## src/rtl/scan_pkg.sv

```systemverilog
// Shared constants and signal indices for the scan-chain tile responder.
// The minimum scan-clock phase covers the synchronizer, the edge register and one cycle of sampling slack.
package scan_pkg;

  localparam int SCAN_NUM_IOS_DEFAULT     = 8;
  localparam int SCAN_SYNC_STAGES_DEFAULT = 2;
  localparam int SCAN_MIN_PHASE_DEFAULT   = SCAN_SYNC_STAGES_DEFAULT + 3;
  localparam int SCAN_SIG_COUNT           = 4;

  typedef enum logic [1:0] {
    SIG_CLK   = 2'd0,
    SIG_DATA  = 2'd1,
    SIG_SEL   = 2'd2,
    SIG_LATCH = 2'd3
  } scan_sig_e;

  function automatic int scan_min_phase(input int sync_stages);
    return sync_stages + 3;
  endfunction

endpackage

```

## src/rtl/scan_sync_edge.sv

```systemverilog
// Synchronizer chain plus delay register with rise/fall detection for one scan signal.
// Edges are suppressed until the chain has filled after reset, so a level that is already high yields no event.
module scan_sync_edge
  import scan_pkg::*;
#(
  parameter int SYNC_STAGES = SCAN_SYNC_STAGES_DEFAULT
) (
  input  logic clk,
  input  logic reset_n,
  input  logic din,
  output logic sync,
  output logic dly,
  output logic rise,
  output logic fall
);

  logic [SYNC_STAGES-1:0] chain;
  logic [SYNC_STAGES:0]   primed;

  always_ff @(posedge clk or negedge reset_n) begin
    if (!reset_n) begin
      chain  <= '0;
      dly    <= 1'b0;
      primed <= '0;
    end else begin
      chain  <= {chain[SYNC_STAGES-2:0], din};
      dly    <= chain[SYNC_STAGES-1];
      primed <= {primed[SYNC_STAGES-1:0], 1'b1};
    end
  end

  assign sync = chain[SYNC_STAGES-1];
  assign rise = primed[SYNC_STAGES] & sync & ~dly;
  assign fall = primed[SYNC_STAGES] & ~sync & dly;

endmodule

```

## src/rtl/scan_tile_responder.sv

```systemverilog
// Design-side scan-chain responder: oversamples the scan protocol, shifts/captures a frame,
// latches it to the user design and forwards the re-timed protocol signals to the next tile.
module scan_tile_responder
  import scan_pkg::*;
#(
  parameter int NUM_IOS     = SCAN_NUM_IOS_DEFAULT,
  parameter int SYNC_STAGES = SCAN_SYNC_STAGES_DEFAULT
) (
  input  logic               clk,
  input  logic               reset_n,
  input  logic               scan_clk_in,
  input  logic               scan_data_in,
  input  logic               scan_select_in,
  input  logic               scan_latch_en_in,
  output logic               scan_clk_out,
  output logic               scan_data_out,
  output logic               scan_select_out,
  output logic               scan_latch_en_out,
  output logic [NUM_IOS-1:0] module_data_in,
  input  logic [NUM_IOS-1:0] module_data_out
);

  logic [SCAN_SIG_COUNT-1:0] scan_in;
  logic [SCAN_SIG_COUNT-1:0] s_sync;
  logic [SCAN_SIG_COUNT-1:0] s_dly;
  logic [SCAN_SIG_COUNT-1:0] s_rise;
  logic [SCAN_SIG_COUNT-1:0] s_fall;
  logic [NUM_IOS-1:0]        frame;
  logic                      edge_unused;

  assign scan_in[SIG_CLK]   = scan_clk_in;
  assign scan_in[SIG_DATA]  = scan_data_in;
  assign scan_in[SIG_SEL]   = scan_select_in;
  assign scan_in[SIG_LATCH] = scan_latch_en_in;

  for (genvar i = 0; i < SCAN_SIG_COUNT; i++) begin : g_sync
    scan_sync_edge #(
      .SYNC_STAGES(SYNC_STAGES)
    ) u_sync (
      .clk    (clk),
      .reset_n(reset_n),
      .din    (scan_in[i]),
      .sync   (s_sync[i]),
      .dly    (s_dly[i]),
      .rise   (s_rise[i]),
      .fall   (s_fall[i])
    );
  end

  // Latch uses the pre-update frame when it coincides with a scan-clock rise.
  always_ff @(posedge clk or negedge reset_n) begin
    if (!reset_n) begin
      frame          <= '0;
      module_data_in <= '0;
      scan_data_out  <= 1'b0;
    end else begin
      if (s_rise[SIG_CLK]) begin
        if (s_sync[SIG_SEL]) frame <= module_data_out;
        else                 frame <= {frame[NUM_IOS-2:0], s_sync[SIG_DATA]};
      end
      if (s_fall[SIG_CLK])   scan_data_out  <= frame[NUM_IOS-1];
      if (s_rise[SIG_LATCH]) module_data_in <= frame;
    end
  end

  assign scan_clk_out      = s_dly[SIG_CLK];
  assign scan_select_out   = s_dly[SIG_SEL];
  assign scan_latch_en_out = s_dly[SIG_LATCH];

  assign edge_unused = ^{s_sync[SIG_CLK], s_sync[SIG_LATCH], s_dly[SIG_DATA],
                         s_rise[SIG_DATA], s_rise[SIG_SEL],
                         s_fall[SIG_DATA], s_fall[SIG_SEL], s_fall[SIG_LATCH]};

endmodule

```

## config.mk

```make
export PLATFORM = sky130hd
export DESIGN_NAME = scan_tile_responder
export DESIGN_NICKNAME = d
export VERILOG_FILES = /design/src/rtl/scan_pkg.sv /design/src/rtl/scan_sync_edge.sv /design/src/rtl/scan_tile_responder.sv
export SDC_FILE = /design/constraint.sdc
export NUM_CORES = 1
export LEC_CHECK = 0
export BUFFER_PORTS_ARGS = -buffer_cell sky130_fd_sc_hd__buf_2
export CAP_MARGIN = 20
export CORE_MARGIN = 5
export CORE_UTILIZATION = 55
export CTS_BUF_LIST = sky130_fd_sc_hd__clkbuf_16
export CTS_CLUSTER_SIZE = 24
export DETAILED_ROUTE_END_ITERATION = 8
export PLACE_DENSITY = 0.86
export SLEW_MARGIN = 5
export SYNTH_ARGS = -nofsm -noshare
export SYNTH_HDL_FRONTEND = slang
export SYNTH_SLANG_ARGS = --single-unit
```

## constraint.sdc

```tcl
create_clock -name clk -period 3.5 [get_ports clk]
set_input_delay 0.525 -clock clk [delete_from_list [all_inputs] [get_ports clk]]
set_output_delay 0.525 -clock clk [all_outputs]
set_load 0.02 [all_outputs]
```

-- Yosys cells after proc, flatten, opt, wreduce, memory -nomap -nowiden
Index checks and enable logic that the tools add are counted.
- word-level logic and storage cells: 22
- register bits: 34
- bitwise operators: 9
- muxes and demuxes: 1
- operators with widths (cell ; number):
    $mux 8 ; 1
    $and 1x1->1 ; 6
    $not 1->1 ; 3

-- Depth between registers and ports, before layout
- depth after elaboration: 3
- mapped depth: 3
- depth with buffers taken out: 2

-- Cells and area by module
From an unflattened synthesis, not the netlist that was laid out.
- cell total of the unflattened synthesis: 90
- area, all modules: 1430.1 µm²
- by module, submodules not included (module ; area each (µm²) ; instances ; cells each ; seq. area each (µm²)):
    scan_tile_responder ; 744.5 ; 1 ; 54 ; 425.4
    scan_sync_edge ; 171.4 ; 4 ; 9 ; 150.1

-- Worst setup path before layout
No wires, ideal clock.
- path type: reg-to-reg
- from: register g_sync[0].u_sync.dly
- to: register frame[0]
- setup time: 0.125 ns
- setup slack: 2.234 ns
- arrival: 1.141 ns
- path buffers: 1
- period minus slack after synthesis: 1.266 ns
- stages on the path, launching flop included: 4
- cell sequence: dfrtp_1 and3b_1 buf_4 mux2_4
- word-level cells in the longest chain between the ends: 2
- ends and longest elaborated chain (element ; RTL line ; RTL):
    start, declared ; scan_sync_edge.sv:12 ; output logic dly,
    start signal, assigned ; scan_sync_edge.sv:27 ; dly <= chain[SYNC_STAGES-1];
    $not 1->1 ; scan_sync_edge.sv:33 ; assign rise = primed[SYNC_STAGES] & sync & ~dly;
    $and 1x1->1 ; scan_sync_edge.sv:33 ;
    end signal, assigned ; scan_tile_responder.sv:58 ; if (s_sync[SIG_SEL]) frame <= module_data_out;
    end signal, assigned ; scan_tile_responder.sv:59 ; else frame <= {frame[NUM_IOS-2:0], s_sync[SIG_DATA]};
    end, declared ; scan_tile_responder.sv:28 ; logic [NUM_IOS-1:0] frame;
No other way between the ends.
A chain may end at the register's enable or synchronous reset.

-- Worst setup path after layout
- from: register g_sync[0].u_sync.dly
- to: register frame[2]
The elaborated chain is that of the path after synthesis.

==> results.cfg <==
[floorplanning]
die_area_sq_um = 3144
core-area_sq_um = 2002
start_util_pct = 58.31
io_pins = 26
fp.dieW_microns = 56.07
die_y_microns = 56.07
num_rows = 16

[global_route]
grt_pass1_vias = 673
grt_remaining_overflow = 0
grt_use_total_pct = 15.29
grt_pass1_wl_microns = 3463
grt_max_degree = 32
antenna_found_initial = 0

[clock_tree]
cts_hold_buf = 0
cts.htree.levels = 2
cts_num_sinks = 31
clock_latency_ps = 270
cts_setup_buffers = 0
cts_buffers = 5
cts-root-buf = clkbuf_16
clk_path_buf_depth = 2
cts_tree = yes
cts_resized = 0
clkTransAtPathRegs_ps = 50

[synthesis]
synthTopCellsByArea = dfrtp_1, mux2_4, mux2_2, buf_6, nand3b_2
syn_nets = 76
syn_inst = 62
yosysMostFrequentCell = dfrtp_1
synth_common_cells = dfrtp_1, mux2_4, mux2_2
synth_top_area_share_pct = 66.45
synth_warnings = 0
ys_ff_latch = 31
syn_area_per_cell_sq_um = 18.83
netlist_area_sq_um = 1167
synth_edf_count = 0
synth_cell_type_count = 9
synth_largest_area_cell = dfrtp_1
yosysSeqAreaShare_pct = 66.45
async_reset_ff_share_pct = 100.0
ys_dominant_reg_cell = dfrtp_1

[layout]
n_antenna_cell = 0
ff_latch_area_sq_um = 775.7
nets = 106
drive_above_1_share_pct = 63.44
fillers = 143
multi_input_area_sq_um = 372.9
postLayoutCoreUtil_pct = 73.75
area_delta_synth_final_pct = 26.47

[run_status]
status = finished clean

[timing]
skew_ps = 5.352
rsz0062_at_grt = false
slew_headroom_pct = 55.87
finalSetupViolCount = 0
slew_viol_final = 0
setup_tns_ps = 0
min_period_ps = 1410
period_share_pct = 40.28
worstMarginPinSlew_ps = 661.9
fmax_ghz = 0.7093
finalHoldViolCount = 0

[critical_path]
path_class = reg -> reg
startpoint_type = flip-flop
crit_path_max_fanout = 8
r2r_setup_slack_ps = 2090
cp_data_required_time_ps = 3650
arrival_ps = 1560
worst_setup_path_end_kind = flip-flop

[route]
dr.first_iter.drc_count = 4
post_drt_wl_per_cell_microns = 16.58
dr.pass1.iters = 4
totalWireLength_microns = 1989
final_antenna_net_count = 0
viasPerCell = 4.975
num_vias = 597
drc = 0

[pwr]
power_density_nw_per_um2 = 831.9
ir_worst_vdd_mv = 0.6476
p_leak_nw = 0.7329

[placed_design]
io_buffer_count = 25
place.gp.congestion = 0.7310
hpwl_microns = 1283

[worst_hold_path]
hp-class = in -> async

[job]
maxCapViolCount = 0
-- power breakdown --
part | leakage [nW] | switching (mW) | total (mW) | internal, mW
combinational | 0.282 | 0.118 | 0.253 | 0.134
sequential | 0.367 | 0.0524 | 0.495 | 0.442
clock | 0.0838 | 0.147 | 0.481 | 0.334
total | 0.733 | 0.318 | 1.23 | 0.911
-- placed cells by master, fill, tap and decap left out --
cell | netlist | layout
clkinv_4 | 0 | 1
mux2_4 | 16 | 16
dfrtp_1 | 31 | 31
clkbuf_16 | 0 | 5
clkinv_2 | 0 | 1
mux2_2 | 9 | 9
bufinv_16 | 0 | 1
buf_2 | 0 | 25
nand3b_2 | 1 | 1
nand3b_1 | 1 | 1
and3b_1 | 1 | 1
conb_1 | 1 | 1
-- logic make-up after synthesis --
family | after synthesis | synth area share [%]
AND/OR/NAND/NOR | 3 | 2.358
buffers and inverters | 2 | 1.608
multiplexers | 25 | 29.26
flip-flops | 31 | 66.45
other | 1 | 0.3212
-- worst max-delay path, stage by stage (launching register included) --
cell and delay (ps):
dfrtp_1 390, and3b_1 550, mux2_4 350
-- stage by stage --
step	cell area, sq um	total power [mW]	setup WS (ps)	hold slack (ps)	instances
2_1_floorplan	1167	0.6641	2234	229.4	62
3_3_place_gp	1308	0.7369	2160	332.7	112
3_5_place_dp	1308	0.7507	2102	335.5	112
4_1_cts	1476	1.244	2088	295.4	120
5_1_grt	1476	1.286	2038	335.7	120
6_report	1476	1.228	2090	283.9	120
-- cell type report --
type | instances | share of cell area, %
Tap cell | 27 | 2.288
Multi-Input combinational cell | 29 | 25.25
Timing Repair Buffer | 25 | 8.475
Clock inverter | 3 | 2.966
Sequential cell | 31 | 52.54
Clock buffer | 5 | 8.475
-- metal layers --
layer	wire length (microns)	share of wire (%)	track usage, %
met5	0	0	0
met4	27	1.4	8.136
met3	171	8.6	8.353
met2	940	47	21.37
met1	850	43	18.79
-- worst paths after layout --
check	from	end	cells after the start
worst max-delay path	g_sync[0].u_sync.dly	frame[2]	2
worst min-delay path	reset_n	frame[6]	1
worst max register to register	g_sync[0].u_sync.dly	frame[2]	2
worst min register to register	g_sync[3].u_sync.chain[0]	g_sync[3].u_sync.chain[1]	0
max in group asynchronous	reset_n	frame[2]	1
min in group clk	g_sync[3].u_sync.chain[0]	g_sync[3].u_sync.chain[1]	0
-- registers in the layout, summed over array words and instances, names as in the netlist --
register,cells
frame,8
g_sync.u_sync.chain,8
module_data_in,8
g_sync.u_sync.dly,3
g_sync.u_sync.primed,3
scan_data_out,1
No activity file was read; power rests on OpenSTA's default activity.
